--- src/rtl/fifo_wr_arbiter.sv ---
// Round-robin write arbiter that merges NUM_REQ requesters into one FIFO write port in bursts.
// Optional saturating write_error counter, enabled by defining FIFO_ARB_ERR_CNT_EN.
module fifo_wr_arbiter #(
    parameter int unsigned NUM_REQ    = 4,
    parameter int unsigned DATA_WIDTH = 8,
    parameter int unsigned BURST_LEN  = 4
) (
    input  logic                            wclk,
    input  logic                            wrst_n,
    input  logic [NUM_REQ-1:0]              req_valid,
    input  logic [NUM_REQ*DATA_WIDTH-1:0]   req_data,
    output logic [NUM_REQ-1:0]              req_ready,
    output logic                            w_en,
    output logic [DATA_WIDTH-1:0]           data_in,
    input  logic                            full,
    input  logic                            write_error,
    output logic [$clog2(NUM_REQ)-1:0]      grant_id,
    output logic                            busy,
    output logic [7:0]                      err_cnt
);

    localparam int unsigned GID_W = $clog2(NUM_REQ);
    localparam int unsigned CNT_W = (BURST_LEN > 1) ? $clog2(BURST_LEN) : 1;

    typedef enum logic {
        IDLE  = 1'b0,
        GRANT = 1'b1
    } state_t;

    state_t             state_q, state_d;
    logic [GID_W-1:0]   grant_q, grant_d;
    logic [CNT_W-1:0]   cnt_q, cnt_d;

    logic                  rr_found;
    logic [GID_W-1:0]      rr_idx;
    logic                  sel_valid;
    logic [DATA_WIDTH-1:0] sel_data;
    logic                  grant_we;

    // Requester index base+off, wrapped into 0..NUM_REQ-1.
    function automatic logic [GID_W-1:0] wrap_idx(input int unsigned base, input int unsigned off);
        int unsigned s;
        s = base + off;
        if (s >= NUM_REQ) s = s - NUM_REQ;
        return GID_W'(s);
    endfunction

    always_ff @(posedge wclk) begin
        if (!wrst_n) begin
            state_q <= IDLE;
            grant_q <= GID_W'(NUM_REQ - 1);
            cnt_q   <= '0;
        end else begin
            state_q <= state_d;
            grant_q <= grant_d;
            cnt_q   <= cnt_d;
        end
    end

    // Round-robin search starting one past the last grant.
    always_comb begin
        rr_found = 1'b0;
        rr_idx   = grant_q;
        for (int unsigned k = 1; k <= NUM_REQ; k++) begin
            if (!rr_found && req_valid[wrap_idx(32'(grant_q), k)]) begin
                rr_found = 1'b1;
                rr_idx   = wrap_idx(32'(grant_q), k);
            end
        end
    end

    always_comb begin
        sel_valid = 1'b0;
        sel_data  = '0;
        for (int unsigned i = 0; i < NUM_REQ; i++) begin
            if (grant_q == GID_W'(i)) begin
                sel_valid = req_valid[i];
                sel_data  = req_data[i*DATA_WIDTH +: DATA_WIDTH];
            end
        end
    end

    // Next state and same-cycle write handshake; full freezes the grant in place.
    always_comb begin
        state_d   = state_q;
        grant_d   = grant_q;
        cnt_d     = cnt_q;
        grant_we  = 1'b0;
        req_ready = '0;
        data_in   = '0;
        case (state_q)
            IDLE: begin
                if (rr_found) begin
                    grant_d = rr_idx;
                    cnt_d   = '0;
                    state_d = GRANT;
                end
            end
            GRANT: begin
                data_in  = sel_data;
                grant_we = sel_valid & ~full;
                if (grant_we) begin
                    req_ready = NUM_REQ'(1) << grant_q;
                    cnt_d     = cnt_q + CNT_W'(1);
                end
                if (!sel_valid || (grant_we && (cnt_q == CNT_W'(BURST_LEN - 1)))) begin
                    state_d = IDLE;
                end
            end
            default: state_d = IDLE;
        endcase
    end

    assign w_en     = grant_we;
    assign grant_id = grant_q;
    assign busy     = (state_q == GRANT);

`ifdef FIFO_ARB_ERR_CNT_EN
    logic [7:0] err_q;

    always_ff @(posedge wclk) begin
        if (!wrst_n) begin
            err_q <= '0;
        end else if (write_error && (err_q != 8'hFF)) begin
            err_q <= err_q + 8'd1;
        end
    end

    assign err_cnt = err_q;
`else
    logic unused_write_error;
    assign unused_write_error = write_error;
    assign err_cnt            = '0;
`endif

endmodule

--- config.mk ---
export PLATFORM = sky130hd
export DESIGN_NAME = fifo_wr_arbiter
export DESIGN_NICKNAME = d
export VERILOG_FILES = /design/src/rtl/fifo_wr_arbiter.sv
export SDC_FILE = /design/constraint.sdc
export NUM_CORES = 1
export LEC_CHECK = 0
export CAP_MARGIN = 10
export CELL_PAD_IN_SITES_DETAIL_PLACEMENT = 1
export CELL_PAD_IN_SITES_GLOBAL_PLACEMENT = 1
export CORE_MARGIN = 10
export CORE_UTILIZATION = 23
export DETAILED_ROUTE_END_ITERATION = 7
export PLACE_DENSITY_LB_ADDON = 0.1
export SETUP_SLACK_MARGIN = 0.3
export SYNTH_ARGS = -nofsm -noshare
export SYNTH_HDL_FRONTEND = slang
export SYNTH_SLANG_ARGS = --single-unit
--- constraint.sdc ---
create_clock -name wclk -period 2.9 [get_ports wclk]
set_input_delay 0.29 -clock wclk [delete_from_list [all_inputs] [get_ports wclk]]
set_output_delay 0.29 -clock wclk [all_outputs]
set_load 0.02 [all_outputs]
==> results by stage, run 1 <==
Run status:
- The flow ran to the end, and the final reports show no timing, DRC or antenna violations.

Clocking:
- The clock tree from TritonCTS is built.
- The buffer levels on the longest clock path is 2.
- The post-cts gate resize count is 14.
- The CTS buffer count is 3.
- The CTS root buffer is sky130_fd_sc_hd__clkbuf_4.
- The total setup buffers inserted after CTS is 0.
- After clock tree synthesis, the clock-pin slew on the worst setup and hold paths is 0.04 ns.
- The clock latency on the worst-skew pair is 0.24 ns.
- The clock drives 5 sinks.
- The number of H-tree levels is 1.
- The number of buffers inserted for hold repair after clock tree synthesis is 0.

Global routing:
- Entering global routing, the biggest net connects 12 pins.
- Global routing finished with a remaining overflow of 0.
- The number of global-route vias before repair is 1074.
- Global routing used between 10% and 20% of the available tracks across all layers.
- The initial antenna violation count is 0.
- The first global-routing pass estimated 5.49 mm of wire.

Critical path:
- The critical path in this run is classified as reg2out.
- Of all nets on the critical path, the largest fanout is 11.
- STA classifies the critical path startpoint as a flip-flop.
- The arrival time of data at the critical path endpoint is 2.14 ns.
- For the worst setup path, the data required time is 2.61 ns.
- The sort of element at the end of the critical path is an output port.

STA:
- The post-route setup TNS is 0 ns.
- The final hold violation count is 0.
- The worst relative slew slack is around 63%.
- Setup repair after global routing could not meet its margin everywhere.
- The final number of max-transition violations is 0.
- The count of endpoints failing setup in the final report is 0.
- The final critical-path required period is approximately 2.4 ns.
- On the final layout, the worst clock skew is 0.00197 ns.
- Based on the critical path, the design can be clocked at up to 412 MHz.
- The period utilization is roughly 84%.
- For the pin with the worst max-slew slack, the measured transition is 0.543 ns.

Yosys:
- The dominant synthesized flop cell is sky130_fd_sc_hd__dfxtp_1.
- Yosys printed 0 warnings.
- The synthesized cell area is 821 um^2.
- Synthesis produced 108 cells.
- The part of the Yosys area used for sequential elements is 12.2%.
- In this run, distinct cell masters in the synthesized netlist total 28.
- In this run, synthesis inferred 0 flip-flops with an integrated enable.
- The flip-flop and latch count after synthesis is 5.
- After synthesis, the share of flip-flops with an asynchronous set or reset is 0%.
- After synthesis, the mean cell area works out to 7.60 um^2.

Finish:
- The filler cells instantiated in the layout total 414.
- The growth of design area from synthesis to finish is 71.2%.
- Cells with a size suffix above 1 make up 18.1% of the layout.
- After routing the design area is around 1400 um^2.
- The repair_antennas step left the layout with diodes totalling 0.
- The final-stage net count is 212.
- The number of non-filler instances in the completed layout is 212.

Floorplanning:
- The area of the die is 6360 um^2.
- The initial core utilization is 24.2%.
- In this run the vertical extent of the chip is 79.7 um.
- The initialized floorplan defines 21 standard-cell rows.
- The core outline area is ~3400 um^2.
- Measured along the x axis, the die boundary spans 79.7 um.
- The number of top-level design ports is 64.

Route:
- The first detailed-routing pass took 4 iterations.
- The via count normalized by instance count is 4.69.
- The total number of vias is 995.
- The final wirelength is 3.42 mm.
- In this run the remaining antenna-violating nets after routing total 0.
- The starting DRC count in detailed routing is 15.
- In the final routed layout, each cell accounts on average for 16.1 um.
- In the routed design, unresolved DRC markers number 0.

Power and ir drop:
- VDD sags by at most 0.344 mV.
- The fraction of power spent switching nets is ~48%.
- Combinational logic is responsible for 81.8% of the overall power.
- The switching power summed over all nets is between 500 and 600 uW.
- The clock network accounts for between 7 and 8% of the total power.
- The internal portion of the total power is 548 uW.
- In this run the static leakage power is around 0.00060 uW.
- Registers are responsible for 10.7% of the overall power.
- The areal power density over the cells is 752 nW/um^2.

Place:
- The placer's final routability congestion estimate is 0.758.
- The placed wire-length estimate is 2.93 mm.
- The number of I/O port buffers is 54.
- The cell area after placement is between 1000 and 1500 um^2.
- The instance count after placement with tap cells included is 208.

Min path:
- The path class of the tightest hold or removal check is reg2reg.

Job:
- The max-cap check violation count is 0.
[final timing paths]
check / cells past startpoint / slack, ns / to / start
hold reg to reg: 2 / 0.49 / cnt_q[1]$_SDFFE_PN0P_ / cnt_q[1]$_SDFFE_PN0P_
setup reg to reg: 8 / 0.92 / cnt_q[0]$_SDFFE_PN0P_ / grant_id[1]$_SDFFE_PN1P_
setup / recovery: 10 / 0.47 / data_in[3] / grant_id[1]$_SDFFE_PN1P_
hold / removal: 2 / 0.49 / cnt_q[1]$_SDFFE_PN0P_ / cnt_q[1]$_SDFFE_PN0P_
[cells by family after synthesis]
logic type | synth area share [%]
AND/OR/NAND/NOR | 26.1
other | 0.457
flip-flops | 12.2
multiplexers | 11.9
AO/OA/AOI/OAI | 26.1
adder cells (fa/ha/maj) | 7.62
buffers and inverters | 14.6
XOR/XNOR | 1.07
[registers in the layout, summed over array words and instances (netlist names)]
signal,flops
grant_id,2
busy,1
cnt_q,2
[through the flow]
stage | total power, uW | util (%) | worst slack, ns | hold WS (ns)
after CTS | 1060 | 42.0 | 0.326 | 0.494
after global placement | 980 | 41.6 | 0.217 | 0.471
after global routing | 1160 | 41.5 | 0.291 | 0.532
after floorplan | 698 | - | 0.470 | 0.352
final | 1060 | 41.5 | 0.474 | 0.489
after detailed placement | 995 | 41.6 | 0.165 | 0.487
[synthesized netlist by cell type, drive strengths merged, types with 2 or more instances]
| library cell | instances | area, um^2 |
|---|---|---|
| clkbuf | 6 | 22.5 |
| o21ai | 3 | 15.0 |
| nand3b | 4 | 30.0 |
| nand2 | 5 | 18.8 |
| a221o | 2 | 20.0 |
| nor2 | 7 | 26.3 |
| mux2i | 3 | 30.0 |
| mux4 | 3 | 67.6 |
| a21oi | 10 | 50.1 |
| inv | 5 | 18.8 |
| nor2b | 9 | 56.3 |
| a221oi | 7 | 61.3 |
| ha | 5 | 62.6 |
| dfxtp | 5 | 100 |
| and2 | 5 | 31.3 |
| buf | 10 | 78.8 |
| a21boi | 3 | 22.5 |
| nor3 | 9 | 45.0 |
[layout by cell type, fill, tap and decap left out, drive strengths merged, types with 7 or more instances in the layout]
cell,instances
a21oi,10
nor2b,9
buf,9
nor3,9
clkdlybuf4s50,41
nor2,7
a221oi,7
conb,8
clkbuf,14
[power by group through the flow]
stage / logic, uW / clock network [uW] / registers, uW
floorplan: 572 / 0 / 126
global placement: 870 / 0 / 111
detailed placement: 882 / 0 / 113
CTS: 862 / 84.9 / 113
global route: 956 / 89.3 / 117
finish: 864 / 79.1 / 113
[layout make-up]
| class | instances | area [um^2] | area share [%] |
|---|---|---|---|
| clock buffers | 4 | 26.3 | 1.87 |
| inverters | 5 | 18.8 | 1.34 |
| repair buffers | 63 | 556 | 39.5 |
| well taps | 46 | 57.6 | 4.10 |
| multi-input cells | 89 | 646 | 45.9 |
| flip-flops and latches | 5 | 101 | 7.21 |
[worst max-delay path, stage by stage (launching register included)]
cell,delay (ns)
sky130_fd_sc_hd__dfxtp_2,0.39
sky130_fd_sc_hd__inv_1,0.09
sky130_fd_sc_hd__ha_1,0.21
sky130_fd_sc_hd__buf_4,0.18
sky130_fd_sc_hd__nor2b_1,0.17
sky130_fd_sc_hd__buf_4,0.16
sky130_fd_sc_hd__a221oi_2,0.06
sky130_fd_sc_hd__nor3_1,0.14
sky130_fd_sc_hd__a21oi_1,0.07
sky130_fd_sc_hd__nor2_1,0.10
sky130_fd_sc_hd__clkdlybuf4s15_1,0.32
[metal layers]
metal  vias to the layer above  part of all wire, %  GRT usage, %
met5                         -                    0             0
met2                        40                   51          19.0
met4                         0                    0          2.64
met1                       464                   42          11.7
li1                        491                    -             -
met3                         0                  7.4          3.15
(Power assumes the default switching activity.)
==> run 2, diff against run 1 <==
CORE_UTILIZATION = 20   (was 23)
clock period = 2 ns   (was 2.9 ns; I/O delays follow)
==> results by stage, run 2 (synthesized netlist as in run 1, its figures left out) <==
STA:
- Based on the critical path, the design can be clocked at up to 459 MHz.
- The period utilization is 109%.
- The worst path in the final design needs a cycle of about 2.2 ns, including I/O delays and setup.
- Setup repair after global routing could not meet its margin everywhere.
- In the final timing run, aggregate negative setup slack is -1.11 ns.
- After layout, the worst setup slack is -0.178 ns.
- The clock arrives with 0.00368 ns of skew.
- The final number of max-transition violations is 0.
- The count of endpoints failing setup in the final report is 11.
- Hold is met by 0.505 ns.
- The final hold violation count came to 0.

Finish:
- Summing all multi-input logic gate instances after layout gives 828 um^2.
- The final non-filler cell area is ~1900 um^2.
- The library cells used most frequently in the layout, excluding fill and tap cells, are sky130_fd_sc_hd__clkdlybuf4s50_1 (41), sky130_fd_sc_hd__buf_4 (25), sky130_fd_sc_hd__buf_6 (20), sky130_fd_sc_hd__conb_1 (8).
- Cells fill 47.9% of the core in the end.
- The number of fill cells is 451.
- The growth of design area from synthesis to finish is 133%.
- The share of final-layout standard cells stronger than drive strength 1 is 46.8%.
- The repair_antennas step left the layout with diodes totalling 0.
- The final-stage net count is 236.
- The library cell used most frequently in the layout, excluding fill and tap cells, is sky130_fd_sc_hd__clkdlybuf4s50_1.
- Summing all flip-flop and latch instances after layout gives 108 um^2.

Place:
- Detailed placement finished with a half-perimeter wire length of 3.17 mm.
- The cell area after placement is 1550 um^2.
- Input and output buffers added on the ports amount to 54.
- The congestion estimate from routability-driven global placement came to just under 0.9.

Power and ir drop:
- IR analysis of the VDD net gives a maximum drop of 0.562 mV.
- The switching power summed over all nets is 1020 uW.
- The cell-internal power is 1320 uW.
- In this run switching power makes up 43.4% of total power.
- The relative contribution of the clock network to total power is 8.0%.
- The share of power burned in registers is 8.1%.
- The share of total power in combinational logic is between 80% and 90%.
- The areal power density over the cells is 1220 nW/um^2.
- In this run the static leakage power is between 0.0007 and 0.0008 uW.

Route:
- The via count normalized by instance count is 4.60.
- The wire length per cell is about 17 um.
- The detailed route wirelength on metal3 is 252 um.
- In the detailed route, the total length drawn on met2 is 1.99 mm.
- The pre-antenna-repair detailed-routing pass consisted of 4 iterations.
- In this run the remaining antenna-violating nets after routing total 0.
- The highest routing layer actually used is met3.
- The post-route DRC violation count is 0.
- The wire length on met1 is 1.81 mm.
- After detailed routing, the total wire length is just over 4 mm.
- For this block, the initial DRC count from the detailed router was 19.
- The total number of vias is 1103.

Clocking:
- The later pin in the worst-skew pair is clocked with a latency of 0.22 ns.
- The number of sinks on the clock net is 5.
- TritonCTS built the clock tree.
- Counting along the longest clock path gives a buffer depth of 2.
- Clock tree synthesis selected as its root buffer the cell sky130_fd_sc_hd__clkbuf_8.
- CTS built an H-tree with a depth of 1.
- The CTS buffer count is 3.
- Hold repair after CTS inserted 0 buffers.
- Clock-pin slew was measured on the worst setup and hold paths at around 0.04 ns.

Min path:
- The tightest min-delay check is of the reg2reg type.
- The depth of the worst hold-timing path is 2.
- In this run the most critical hold path is launched from cnt_q[1]$_SDFFE_PN0P_.

Critical path:
- In this run the worst path has a maximum fanout of 4.
- The arrival time of data at the critical path endpoint is 1.98 ns.
- STA classifies the critical path startpoint as a flip-flop.
- The sort of element at the end of the critical path is an output port.
- The launch point of the critical path is grant_id[1]$_SDFFE_PN1P_.
- The critical register-to-register path startpoint is grant_id[1]$_SDFFE_PN1P_.
- STA puts the critical path data required time at ~1.8 ns.
- The critical path class is reg2out.
- For the worst flop-to-flop path, the logic depth is 9.

Global routing:
- The total overflow left after global routing is 0.
- Global routing consumed, over all layers together, 10.8% of the routing resources.
- The initial antenna violation count is 0.
- The first global-routing pass estimated 6.44 mm of wire.
- The number of global-route vias before repair is 1247.
- The maximum number of pins on one net before global-route repair is 18.

Floorplanning:
- The die covers 7070 um^2.
- In this run the horizontal extent of the chip is 84.1 um.
- The core outline area is 4000 um^2.
- The number of top-level design ports is 64.
- For this configuration, the core starts out at a cell density of 20.5%.
- In this run the vertical extent of the chip is 84.1 um.
- The floorplan has 23 rows.

Job:
- Max-cap violations in this run came to 0.

Run status:
- The final reports fail on setup timing.
- The run finished, with violations left.
-- run 2: changes by cell type in the layout (fill, tap and decap cells not counted), moves of 5 or more --
cell	before	now
sky130_fd_sc_hd__and2_1	5	0
sky130_fd_sc_hd__nor3_2	0	7
sky130_fd_sc_hd__clkbuf_2	10	0
sky130_fd_sc_hd__buf_4	9	25
sky130_fd_sc_hd__buf_6	0	20
sky130_fd_sc_hd__nor3_1	9	2
-- run 2: worst max-delay path: stages (launching register included) --
cell and delay, ns:
sky130_fd_sc_hd__dfxtp_4 0.36, sky130_fd_sc_hd__inv_6 0.05, sky130_fd_sc_hd__ha_4 0.16, sky130_fd_sc_hd__nand3b_1 0.15, sky130_fd_sc_hd__a221o_1 0.35, sky130_fd_sc_hd__a211oi_4 0.22, sky130_fd_sc_hd__buf_4 0.14, sky130_fd_sc_hd__buf_6 0.09
sky130_fd_sc_hd__and2_4 0.13, sky130_fd_sc_hd__buf_6 0.11
-- run 2: layout make-up --
type | count | share of cell area [%]
Clock buffer | 4 | 2.35
Inverter | 5 | 1.50
Multi-Input combinational cell | 89 | 43.2
Sequential cell | 5 | 5.62
Tap cell | 50 | 3.27
Timing Repair Buffer | 87 | 44.0
-- run 2: path summary, 6_finish.rpt --
| path | to | slack (ns) |
|---|---|---|
| min | cnt_q[1]$_SDFFE_PN0P_ | 0.51 |
| max | req_ready[2] | -0.18 |
| max reg2reg | cnt_q[0]$_SDFFE_PN0P_ | 0.15 |
| min reg2reg | cnt_q[1]$_SDFFE_PN0P_ | 0.51 |
-- run 2: per-layer routing --
metal  track usage [%]  up-vias
met5                 0        -
met1              12.7      518
met3              3.03        0
li1                  -      538
met2              19.1       47
met4              1.37        0
-- run 2: per-stage QoR --
stage	total power [uW]	cells	setup slack (ns)
2_1_floorplan	1120	115	-0.155
3_5_place_dp	1650	221	-0.628
5_1_grt	2510	240	-0.261
6_report	2340	240	-0.178
3_3_place_gp	1620	221	-0.598
4_1_cts	2190	234	-0.189
-- run 2: power by group through the flow --
stage	Sequential (uW)	Clock [uW]	Combinational, uW
2_1_floorplan	200	0	922
3_3_place_gp	169	0	1450
3_5_place_dp	170	0	1480
4_1_cts	185	195	1810
5_1_grt	193	204	2110
6_report	189	188	1960
-- run 2: timing repair --
| item | CTS | global route |
|---|---|---|
| setup buffers | 9 | 6 |
| endpoints found under the setup margin | 16 | 17 |
| pin swaps | 13 | 11 |
| gates resized for setup | 104 | 13 |
| endpoints found under the hold margin | 0 | 0 |
==> run 3, diff against run 2 <==
CORE_UTILIZATION = 36   (was 20)
DONT_BUFFER_PORTS = 1   (was not set)
==> results by stage, run 3 (synthesized netlist as in run 1, its figures left out) <==
Global routing:
- Entering global routing, the biggest net connects 18 pins.
- The wire length of the first global-routing pass is roughly 4.7 mm.
- The number of global-route vias before repair is 935.
- Global routing used 13.3% of the available tracks.
- The initial antenna violation count is 0.
- For this run the aggregate overflow at the end of global routing stands at 0.

Power and ir drop:
- The share of power burned in registers is 10.5%.
- The fraction of power spent switching nets is 47.1%.
- The cell-internal power is slightly above 900 uW.
- The relative contribution of the clock network to total power is under 10%.
- Summed over all nets, the switching power comes to 813 uW.
- The cell leakage power is 0.000466 uW.
- The areal power density over the cells is ~1500 nW/um^2.
- The share of total power in combinational logic is 82.5%.
- The worst ir drop on vdd is 0.838 mV.

Critical path:
- The critical path class is reg2out.
- The cell family contributing the most delay on the critical path is compound AO/OA/AOI/OAI gates.
- STA classifies the critical path endpoint as an output port.
- The slowest stage cell on the critical path is sky130_fd_sc_hd__a221o_1.
- The required time of the critical path is 1.80 ns.
- Across all register-to-register paths, the minimum setup slack is between 0.15 and 0.2 ns.
- The arrival time of data at the critical path endpoint is roughly 1.9 ns.
- The biggest cell delay along the critical path is 0.37 ns.
- The launch point of the critical path is grant_id[1]$_SDFFE_PN1P_.
- The number of buffers and inverters on the critical path is 2.
- The largest driver fanout on the critical path is 5.
- Walking the worst path, the cells encountered are buf_8 > ha_4 > a21oi_1 > a221o_1 > a211oi_4 > buf_6 > and2_4.
- The critical register-to-register path startpoint is grant_id[1]$_SDFFE_PN1P_.
- The worst setup path is launched from a flip-flop.

Clocking:
- The number of H-tree levels is 1.
- The clock passes through at most 2 buffers.
- The CTS clock-pin slew for the worst setup and hold paths is 0.04 ns.
- The clock tree from TritonCTS is built.
- Clock tree synthesis inserted a total of 3 buffers.
- Buffers inserted to repair hold after CTS numbered 0.
- Clock tree synthesis found a total of 5 sinks.
- The clock latency on the worst-skew pair is ~0.25 ns.
- The CTS root buffer is sky130_fd_sc_hd__clkbuf_4.

Route:
- In the routed design, unresolved DRC markers number 0.
- The final wirelength is about 3.0 mm.
- Using the TritonRoute via totals, the vias-per-cell ratio works out to between 5 and 6.
- The final antenna-violating net count is 0.
- The count of TritonRoute iterations in the first routing pass is 4.
- The starting DRC count in detailed routing is 34.
- The wire length per cell is 19.5 um.
- The total number of vias is 853.

STA:
- For the final database, setup skew stands at between 0.005 and 0.006 ns.
- The maximum frequency from static timing analysis is 483 MHz.
- Counting I/O delays and the setup requirement, the final critical path takes 2.07 ns.
- Once routing completed, OpenROAD measured the worst setup slack at -0.0685 ns.
- The post-route setup TNS is -0.288 ns.
- Hold timing on the final database bottoms out at a slack of 0.0299 ns.
- The measured slew at the worst slew-check pin is 0.578 ns.
- The count of endpoints failing setup in the final report is 5.
- The final number of max-transition violations came to 0.
- The worst relative slew slack is between 60% and 70%.
- Dividing the final minimum period by the clock period gives 103%.
- The final hold violation count is 0.
- Setup repair after global routing could not meet its margin everywhere.

Floorplanning:
- The number of top-level design ports is 64.
- The die covers 4590 um^2.
- The region available for standard cell placement spans 2190 um^2.
- For this configuration, the core starts out at a cell density of 37.5%.
- Measured along the x axis, the die boundary spans about 68 um.
- The total number of placement rows is 17.
- The height of the die is around 68 um.

Finish:
- Leaving out fill and tap cells, the most frequent cells in the layout are sky130_fd_sc_hd__buf_4 (11), sky130_fd_sc_hd__a21oi_1 (9).
- The combined area of the multi-input logic cells is 747 um^2.
- From synthesis to final layout, the design area changed by 41.6%.
- After filler insertion, the fill cell instance count of the layout stands at between 200 and 300.
- The post-route netlist has 44.0% of its cells at a drive strength greater than 1.
- The final-stage net count is 171.
- For this run, the number of standard cells in the final layout without fillers is about 150.
- The number of antenna diodes in the final layout is 0.
- The most common cell after layout, fill and taps aside is sky130_fd_sc_hd__buf_4.
- The area taken by flip-flops and latches is roughly 110 um^2.
- Summing all non-filler instances in the final layout gives an area of 1160 um^2.

Place:
- The instance count after placement with tap cells included is approximately 140.
- The number of I/O port buffers is 0.
- The placed wire-length estimate is around 2.4 mm.
- The cell area after placement is 962 um^2.
- The worst setup timing slack at the placement stage is -0.0514 ns.
- The congestion estimate from routability-driven global placement came to 0.747.

Run status:
- The final reports fail on setup timing.
- The run finished, with violations left.

Min path:
- The startpoint identified for the worst hold timing path is wrst_n.
- In this run the worst hold path is classified as in2reg.

Job:
- Across the run, the number of max-cap violations was 0.
## run 3: cell types whose count changed in the layout (fill, tap and decap cells not counted), sizes merged
cell	change
buf	-24
clkdlybuf4s50	-41
## run 3: cell type report
type                       instances  share of cell area (%)
clock buffer                       4                    2.26
inverter                           5                    2.05
multi-input combinational         89                    64.3
sequential                         5                    9.26
tap                               28                    3.01
timing repair buffer              22                    19.2
## run 3: layer usage
layer | global-route usage, % | share of wire [%] | up-vias | routed length [um]
met3 | 4.63 | 13 | 4 | 387
met1 | 13.8 | 35 | 394 | 1050
met4 | 5.38 | 1.5 | 0 | 44
li1 | - | - | 407 | -
met2 | 23.7 | 50 | 48 | 1500
met5 | 0 | 0 | - | 0
## run 3: worst paths after layout
| kind | endpoint | depth (start not counted) |
|---|---|---|
| max | req_ready[0] | 7 |
| max reg2reg | cnt_q[0]$_SDFFE_PN0P_ | 9 |
| min | grant_id[0]$_SDFFE_PN1P_ | 1 |
| min reg2reg | cnt_q[1]$_SDFFE_PN0P_ | 2 |
## run 3: per-stage QoR
step,utilization (%),total power (uW)
6_report,53.1,1720
5_1_grt,53.1,1890
4_1_cts,51.6,1670
3_5_place_dp,43.9,1340
3_3_place_gp,43.9,1310
2_1_floorplan,-,1120
## run 3: what timing repair did
action                                  in CTS  in global routing
gates resized for setup                     24                  6
endpoints found under the setup margin      16                 17
buffers inserted                             6                  1
pin swaps                                   16                  3
## run 3: power by group through the flow
stage | clock network (uW) | logic, uW | registers (uW)
after floorplan | 0 | 922 | 200
after global placement | 0 | 1150 | 164
after detailed placement | 0 | 1180 | 166
after CTS | 127 | 1360 | 177
after global routing | 133 | 1570 | 186
final | 121 | 1420 | 181
